`config.mk`:
```
export PLATFORM = sky130hd
export DESIGN_NAME = pwm_peripheral
export DESIGN_NICKNAME = d
export VERILOG_FILES = /design/src/rtl/pwm_peripheral.sv
export SDC_FILE = /design/constraint.sdc
export NUM_CORES = 1
export LEC_CHECK = 0
export BUFFER_PORTS_ARGS = -buffer_cell sky130_fd_sc_hd__buf_4
export CAP_MARGIN = 20
export CORE_UTILIZATION = 52
export CTS_CLUSTER_SIZE = 14
export DETAILED_ROUTE_END_ITERATION = 10
export GPL_TIMING_DRIVEN = 0
export HOLD_SLACK_MARGIN = 0.06
export PLACE_DENSITY = 0.83
export RECOVER_POWER = 50
export SYNTH_ARGS = -nofsm -noshare
export SYNTH_HDL_FRONTEND = slang
export SYNTH_SLANG_ARGS = --single-unit
export TNS_END_PERCENT = 100
```
`constraint.sdc`:
```
create_clock -name clk -period 4.2 [get_ports clk]
set_input_delay 0.84 -clock clk [delete_from_list [all_inputs] [get_ports clk]]
set_output_delay 0.84 -clock clk [all_outputs]
set_load 0.01 [all_outputs]
```
`src/rtl/pwm_peripheral.sv`:
```
// pwm_peripheral
//   Drives 16 output pins. Each pin is forced low, held high, or follows one
//   shared PWM waveform. The enable and duty registers that control it are
//   written over SPI by spi_peripheral. A prescaler divides clk by CLK_DIV
//   into count ticks. An 8-bit period counter advances on each tick. The
//   requested duty is copied into a shadow register only when the period
//   wraps, so a high pulse is never cut short or stretched mid-period.
//
// Parameters
//   CLK_DIV   clk cycles per PWM count (>= 1)
//   CNT_W     prescaler width, 2**CNT_W >= CLK_DIV
//
// Ports
//   clk               in   1   system clock
//   rst_n             in   1   asynchronous active-low reset
//   en_reg_out_7_0    in   8   output enable, pins 7..0
//   en_reg_out_15_8   in   8   output enable, pins 15..8
//   en_reg_pwm_7_0    in   8   PWM select, pins 7..0
//   en_reg_pwm_15_8   in   8   PWM select, pins 15..8
//   pwm_duty_cycle    in   8   requested duty, N/256 (0xFF = always high)
//   out               out  16  registered pin drive
//   period_start      out  1   one-clk pulse in the cycle pwm_cnt becomes 0
module pwm_peripheral #(
  parameter int CLK_DIV = 13,
  parameter int CNT_W   = 4
) (
  input  logic        clk,
  input  logic        rst_n,
  input  logic [7:0]  en_reg_out_7_0,
  input  logic [7:0]  en_reg_out_15_8,
  input  logic [7:0]  en_reg_pwm_7_0,
  input  logic [7:0]  en_reg_pwm_15_8,
  input  logic [7:0]  pwm_duty_cycle,
  output logic [15:0] out,
  output logic        period_start
);

  localparam logic [CNT_W-1:0] PRESC_LAST = CNT_W'(CLK_DIV - 1);

  logic [CNT_W-1:0] presc;
  logic             tick;
  logic [7:0]       pwm_cnt;
  logic [7:0]       duty_act;
  logic             wrap;
  logic             pwm_sig;
  logic [15:0]      en_o;
  logic [15:0]      en_p;
  logic [15:0]      next_out;

  assign en_o = {en_reg_out_15_8, en_reg_out_7_0};
  assign en_p = {en_reg_pwm_15_8, en_reg_pwm_7_0};

  // When CLK_DIV is 1, PRESC_LAST is 0. tick is then high on every clk and
  // pwm_cnt advances once per clk.
  assign tick = (presc == PRESC_LAST);

  // The last count of the period. The next tick wraps pwm_cnt to 0.
  assign wrap = tick && (pwm_cnt == 8'hFF);

  always_ff @(posedge clk or negedge rst_n) begin
    if (!rst_n) begin
      presc <= '0;
    end else if (tick) begin
      presc <= '0;
    end else begin
      presc <= presc + CNT_W'(1);
    end
  end

  always_ff @(posedge clk or negedge rst_n) begin
    if (!rst_n) begin
      pwm_cnt <= 8'd0;
    end else if (tick) begin
      pwm_cnt <= pwm_cnt + 8'd1;
    end
  end

  // The shadow duty changes only at the wrap. Writes made mid-period wait
  // for the next boundary.
  always_ff @(posedge clk or negedge rst_n) begin
    if (!rst_n) begin
      duty_act <= 8'd0;
    end else if (wrap) begin
      duty_act <= pwm_duty_cycle;
    end
  end

  always_ff @(posedge clk or negedge rst_n) begin
    if (!rst_n) begin
      period_start <= 1'b0;
    end else begin
      period_start <= wrap;
    end
  end

  // A plain compare would drop low for the last count (255 < 255 is false).
  // 0xFF is therefore treated as a true 100 % duty.
  always_comb begin
    pwm_sig = 1'b0;
    if (duty_act == 8'hFF) begin
      pwm_sig = 1'b1;
    end else begin
      pwm_sig = (pwm_cnt < duty_act);
    end
  end

  // The output enable has priority. A pin that is enabled but not PWM-selected
  // is held high.
  assign next_out = en_o & (~en_p | {16{pwm_sig}});

  always_ff @(posedge clk or negedge rst_n) begin
    if (!rst_n) begin
      out <= 16'h0000;
    end else begin
      out <= next_out;
    end
  end

endmodule
```
==> parameters.txt, run 1 <==
Parameter                              Value

Logic synthesis
  Flop and latch count out of synthesis ... 37
  Count of flip-flops with a built-in enable after synthesis ... 0
  Largest cells by area after synthesis ... sky130_fd_sc_hd__dfrtp_1 57%, sky130_fd_sc_hd__ha_1 7.7%, sky130_fd_sc_hd__a21boi_0 7.4%
  Sequential fraction of the synthesis area ... 57.0%
  Top-area cell type share of the netlist area ... 57.0%
  Async S/R FF share, synth ... 100%
  Post-synth design cell area ... 1630 um2
  Largest area contributor in the synthesized netlist ... sky130_fd_sc_hd__dfrtp_1
  Netlist cell types ... 25
  Average instance area after synthesis ... 13.2 um2
  Synth warnings ... 0
  Most common library cells after synthesis ... 37 x sky130_fd_sc_hd__dfrtp_1, 16 x sky130_fd_sc_hd__a21boi_0, 11 x sky130_fd_sc_hd__inv_1, 10 x sky130_fd_sc_hd__ha_1, 9 x sky130_fd_sc_hd__mux2_2
  Dominant register cell in the synthesized netlist ... sky130_fd_sc_hd__dfrtp_1
  Dominant cell by count in the synthesized netlist ... sky130_fd_sc_hd__dfrtp_1
  Synthesized Nets ... 175
  Instance count of the mapped netlist ... 123

Drt
  Number of optimization iterations in the first detailed-route pass ... 4
  Antenna Nets Post-Route ... 0
  Drt total wl ... 3200 um
  Vias ... 1155
  Avg WL per Cell ... 14.5 um
  Vias per cell ... 5.25
  Initial DRC Count ... 23
  Final routed DRC violation total ... 0

Placement
  Inst Count DP ... 212
  Placed wire-length estimate ... 2590 um
  Gpl congestion ... 0.783
  Port Buf Inserts ... 58
  Instance area at placement ... 2100 um2
  Dpl ws ... 2.09 ns

Global routing
  First-pass GRT wire length ... 5440 um
  Antenna violations before repair ... 0
  All-Layer GR Usage ... 22.6%
  GR Overflow Total ... 0
  Maximum number of pins on one net before global-route repair ... 38
  Via count of the first global-routing pass ... 1275

CTS
  Clock-pin slew reported for the worst setup and hold paths after clock tree synthesis ... 0.11 ns
  Clock root buffer master ... sky130_fd_sc_hd__clkbuf_4
  Bufs on Longest Clock Path ... 2
  CTS Hold Buffers Added ... 0
  Post-CTS Setup Inserts ... 0
  Number of buffers inserted during clock tree synthesis ... 5
  Count of instances resized after the clock tree is built ... 0
  Clock tree from TritonCTS ... yes
  Total number of H-tree levels ... 2
  Clock sink total ... 37
  Skew-Pair Late Insertion Delay ... 0.33 ns

Floorplanning
  Site Rows ... 19
  Area enclosed by the die boundary ... 3350 um2
  Core ar. ... 2850 um2
  X dimension of the die ... 57.9 um
  Effective utilization at floorplan ... 57.0%
  Vertical die dimension ... 57.9 um
  # IOs ... 59

Timing
  Final hold violations ... 0
  Unrepaired setup endpoints after global routing ... no
  Share of the clock period used by the worst path after layout ... 49.8%
  Post-Route Skew ... 0.00327 ns
  Transition time at the pin with the least slew margin ... 1.85 ns
  Setup violators final ... 0
  Setup_tns ... 0 ns
  Max-slew headroom at the worst pin ... -23.3%
  Final max-slew violation count ... 38
  Final setup slack of the worst path ... 2.11 ns
  Top achievable clock speed ... 0.478 GHz
  Final critical-path required period ... 2.09 ns

Worst setup path
  Critical path type ... reg -> reg
  FF-to-FF Start ... pwm_cnt[6]
  CP Capture Type ... flip-flop
  Number of cells traversed by the worst register-to-register path ... 6
  R2R setup slack ... 2.11 ns
  Worst Path Required ... 4.40 ns
  Crit path to ... out[13]
  Nature of the critical path startpoint ... flip-flop
  Arrival time at the worst endpoint ... 2.29 ns
  Start point of the critical path ... pwm_cnt[6]
  Top fanout value on the critical path ... 10
  Capture point of the worst reg-to-reg path ... out[13]

Job
  Max Cap Violations ... 1

Power and ir drop
  Power after layout ... 703 uW
  Leakage power total ... 0.00111 uW
  Pwr/cell area ... 323 nW/um2
  Worst-case vdd ir drop ... 0.000260 V

Cells and area
  Area delta synth->final ... 33.9%
  Area of all placed cells without fillers ... 2180 um2
  Antenna fix cells ... 0
  Filler cell count ... 190
  Final Non-Filler Cells ... 220
  Final net count ... 240
  Fraction of layout cells with a size suffix above 1 ... 42.3%

Worst hold path
  Classification of the worst-slack hold path ... reg -> reg
  Hold depth ... 1

Run status
  Violations in the final reports ... max-capacitance violations, max-slew violations
  Result of the run ... finished with violations
[cells in the final DEF, fill, tap and decap left out, drive strengths merged]
master    netlist  layout
and3            3       3
o21ai           2       2
mux2            9       9
nor2            6       6
buf             1      57
dfrtp          37      37
inv            11      11
nand4           4       4
and4            1       1
xor2            3       3
ha             10      10
nand2b          1       1
clkbuf          1       9
bufinv          0       1
a21boi         16      16
nand2           5       5
o32ai           1       1
o21a            1       1
o41ai           1       1
a2111oi         1       1
a41o            1       1
clkinvlp        0       1
xnor2           5       5
a21oi           2       2
a21o            1       1
[cell type report]
cell class / instances / area [um2] / area share, %
Sequential cell: 37 / 926 / 42.5
Multi-Input combinational cell: 73 / 642 / 29.5
Timing Repair Buffer: 58 / 432 / 19.8
Clock buffer: 6 / 51.3 / 2.36
Inverter: 11 / 41.3 / 1.90
Tap cell: 31 / 38.8 / 1.78
Clock inverter: 2 / 37.5 / 1.72
Buffer: 2 / 8.76 / 0.402
[routing by layer]
layer | vias up | share of wire (%) | global-route usage, % | routed length [um]
li1 | 556 | - | - | -
met3 | 2 | 9.7 | 12.3 | 311
met5 | - | 0 | 0 | 0
met2 | 47 | 54 | 40.2 | 1740
met1 | 550 | 35 | 22.1 | 1130
met4 | 0 | 0.66 | 7.82 | 21
[report_power, final]
| group | total [uW] | internal, uW | switching [uW] |
|---|---|---|---|
| clock network | 260 | 141 | 118 |
| registers | 374 | 368 | 5.75 |
| logic | 69.8 | 43.3 | 26.6 |
| total | 703 | 553 | 151 |
[critical path: stages (launching register included)]
cell and delay (ns):
sky130_fd_sc_hd__dfrtp_1 0.47, sky130_fd_sc_hd__ha_1 0.34, sky130_fd_sc_hd__and4_1 0.17, sky130_fd_sc_hd__o21ai_0 0.09
sky130_fd_sc_hd__o32ai_2 0.46, sky130_fd_sc_hd__clkbuf_2 0.28, sky130_fd_sc_hd__a21boi_0 0.15
[flip-flops by register name (all words and copies together) (netlist names)]
register	flops
presc	4
period_start	1
out	16
duty_act	8
pwm_cnt	8
[cells by family after synthesis]
family                     Yosys count  share of synthesized area (%)
DFF                                 37                           57.0
AOI/OAI and AO/OA                   26                           13.4
and+or+nand+nor                     20                           7.85
buffers and inverters               13                           3.54
adders and majority gates           10                           7.70
muxes                                9                           6.24
xor gates and xnor gates             8                           4.31
[stage by stage]
stage	hold WS [ns]	util (%)
floorplan	0.436	-
global placement	0.448	73.6
detailed placement	0.470	73.6
CTS	0.443	76.7
global route	0.517	76.3
finish	0.492	76.3
[worst min path at each step]
stage               startpoint        to  slack [ns]
floorplan             presc[3]  presc[3]        0.44
global placement      presc[3]  presc[3]        0.45
detailed placement    presc[0]  presc[0]        0.47
CTS                      rst_n    out[8]        0.44
global route          presc[3]  presc[3]        0.52
finish                presc[0]  presc[0]        0.49
(Power assumes the default switching activity.)
==> run 2: changes to the inputs <==
--- a/config.mk
+++ b/config.mk
@@ -7,12 +7,12 @@
 export LEC_CHECK = 0
 export BUFFER_PORTS_ARGS = -buffer_cell sky130_fd_sc_hd__buf_4
 export CAP_MARGIN = 20
-export CORE_UTILIZATION = 52
+export CORE_UTILIZATION = 44
 export CTS_CLUSTER_SIZE = 14
 export DETAILED_ROUTE_END_ITERATION = 10
 export GPL_TIMING_DRIVEN = 0
 export HOLD_SLACK_MARGIN = 0.06
-export PLACE_DENSITY = 0.83
+export PLACE_DENSITY = 0.75
 export RECOVER_POWER = 50
 export SYNTH_ARGS = -nofsm -noshare
 export SYNTH_HDL_FRONTEND = slang
==> constraint.sdc (replaced) <==
create_clock -name clk -period 1.7 [get_ports clk]
set_input_delay 0.34 -clock clk [delete_from_list [all_inputs] [get_ports clk]]
set_output_delay 0.34 -clock clk [all_outputs]
set_load 0.01 [all_outputs]
==> parameters.txt, run 2 (same netlist as run 1, synthesis figures left out) <==
Parameter                              Value

CTS
  Total number of H-tree levels ... 2
  Clock root buffer master ... sky130_fd_sc_hd__clkbuf_8
  Clock-pin slew reported for the worst setup and hold paths after clock tree synthesis ... 0.07 ns
  Number of buffers inserted during clock tree synthesis ... 5
  Clock sink total ... 37
  Clock tree from TritonCTS ... yes
  Bufs on Longest Clock Path ... 2
  Skew-Pair Late Insertion Delay ... 0.28 ns

Global routing
  Met2 Use GR ... 32.1%
  First-pass GRT wire length ... 5910 um
  GR Overflow Total ... 0
  GR peak layer ... met2
  Maximum number of pins on one net before global-route repair ... 38
  Via count of the first global-routing pass ... 1339
  GR Util met3 ... 9.12%
  Met1 Track Usage GR ... 23.2%
  Antenna violations before repair ... 0
  All-Layer GR Usage ... 19.9%

Cells and area
  Max reg flops ... 16
  Fraction of layout cells with a size suffix above 1 ... 54.3%
  Leading cell types in the layout, fill and taps excluded ... 74 x sky130_fd_sc_hd__buf_4, 35 x sky130_fd_sc_hd__dfrtp_1, 15 x sky130_fd_sc_hd__a21boi_1, 8 x sky130_fd_sc_hd__inv_1, 8 x sky130_fd_sc_hd__mux2_2
  Most frequent standard cell in the layout excluding fill and tap cells ... sky130_fd_sc_hd__buf_4
  Area delta synth->final ... 53.2%
  Filler cell count ... 243
  Final design utilization ... 72.3%
  Final net count ... 259
  Leading registers by flop count ... out (16), duty_act (8), pwm_cnt (8)
  Antenna fix cells ... 0
  Final Non-Filler Cells ... 254
  Most flops, register ... out

Timing
  Transition time at the pin with the least slew margin ... 0.875 ns
  Setup_tns ... -0.133 ns
  Post-Route Skew ... 0.00367 ns
  Final max-slew violation count ... 0
  Top achievable clock speed ... 0.580 GHz
  Share of the clock period used by the worst path after layout ... 101%
  Final hold violations ... 0
  Final setup slack of the worst path ... -0.0228 ns
  Setup violators final ... 14
  Unrepaired setup endpoints after global routing ... yes
  Final critical-path required period ... 1.72 ns
  Worst hold slack ... 0.212 ns
  Max-slew headroom at the worst pin ... 41.7%

Worst hold path
  Min-delay src ... en_reg_pwm_7_0[1]
  Hold Path End ... out[1]
  Hold depth ... 2
  Classification of the worst-slack hold path ... in -> reg

Floorplanning
  X dimension of the die ... 62.8 um
  # IOs ... 59
  Effective utilization at floorplan ... 47.2%
  Vertical die dimension ... 62.8 um
  Area enclosed by the die boundary ... 3940 um2
  Core ar. ... 3440 um2
  Site Rows ... 21

Worst setup path
  Top fanout value on the critical path ... 10
  Arrival time at the worst endpoint ... 1.89 ns
  Nature of the critical path startpoint ... flip-flop
  Worst Path Required ... 1.87 ns
  Capture point of the worst reg-to-reg path ... out[14]
  Critical path type ... reg -> reg
  Number of cells traversed by the worst register-to-register path ... 7
  CP Capture Type ... flip-flop
  FF-to-FF Start ... duty_act[7]
  R2R setup slack ... -0.02 ns

Drt
  Avg WL per Cell ... 13.7 um
  Initial DRC Count ... 34
  Drt total wl ... 3490 um
  Final routed DRC violation total ... 0
  Number of optimization iterations in the first detailed-route pass ... 4
  Antenna Nets Post-Route ... 0
  Vias ... 1236
  Vias per cell ... 4.87

Power and ir drop
  Leakage power total ... 0.00124 uW
  Worst-case vdd ir drop ... 0.000488 V
  Pwr/cell area ... 751 nW/um2

Placement
  Gpl congestion ... 0.814
  Placed wire-length estimate ... 2400 um
  Port Buf Inserts ... 58
  Inst Count DP ... 227
  Dpl ws ... -0.293 ns

Run status
  Violations in the final reports ... negative setup slack
  Result of the run ... finished with violations

Job
  Max Cap Violations ... 0
==> run 2: cell types whose count changed in the layout (fill, tap and decap cells not counted), sizes merged <==
cell | previous run | this run
nand4 | 4 | 5
clkinvlp | 1 | 0
dlygate4sd3 | 0 | 1
buf | 57 | 76
clkbuf | 9 | 7
clkinv | 0 | 1
==> run 2: area by class of cell <==
cell class | instances | area, um2 | area share (%)
clock buffer | 6 | 72.6 | 2.91
tap | 46 | 57.6 | 2.31
clock inverter | 2 | 38.8 | 1.56
sequential | 37 | 928 | 37.3
buffer | 1 | 15.0 | 0.603
inverter | 11 | 41.3 | 1.66
multi-input combinational | 74 | 754 | 30.3
timing repair buffer | 77 | 582 | 23.4
==> run 2: power breakdown <==
| part | internal [uW] | switching (uW) | total, uW |
|---|---|---|---|
| clock network | 440 | 309 | 749 |
| logic | 124 | 73.4 | 197 |
| registers | 909 | 13.9 | 923 |
==> run 2: metrics by stage <==
stage               cell area, um2  total power, uW
floorplan                     1650              991
global placement              2150             1110
detailed placement            2150             1120
CTS                           2390             1880
global route                  2490             1950
finish                        2490             1870
==> run 2: how the worst max path moves through the flow <==
stage	startpoint	endpoint	slack (ns)	cells after the start
floorplan	pwm_cnt[6]	out[10]	-0.02	6
global placement	pwm_cnt[7]	out[14]	-0.24	6
detailed placement	pwm_cnt[5]	out[5]	-0.29	6
CTS	presc[0]	duty_act[7]	0.002	6
global route	duty_act[7]	out[9]	-0.09	7
finish	duty_act[7]	out[14]	-0.02	7
==> run 2: worst max-delay path, stage by stage (launching register included) <==
cell and delay, ns:
sky130_fd_sc_hd__dfrtp_1 0.39, sky130_fd_sc_hd__inv_2 0.06, sky130_fd_sc_hd__ha_4 0.28, sky130_fd_sc_hd__and4_4 0.24, sky130_fd_sc_hd__o21ai_4 0.06, sky130_fd_sc_hd__o32ai_4 0.33
sky130_fd_sc_hd__buf_8 0.17, sky130_fd_sc_hd__a21boi_1 0.07
==> run 2: timing repair <==
| item | 4_1_cts | 5_1_grt |
|---|---|---|
| resized for setup | 13 | 13 |
| hold endpoints to repair | 37 | 0 |
| hold buffers | 1 | 0 |
| pin swaps | 2 | 6 |
| setup endpoints to repair | 24 | 21 |
| buffers inserted | 8 | 10 |
| cloned | 1 | 0 |
==> run 2: routing by layer <==
metal | routed length, um | vias to the layer above
li1 | - | 596
met1 | 1410 | 574
met2 | 1690 | 58
met3 | 309 | 8
met4 | 70 | 0
met5 | 0 | -
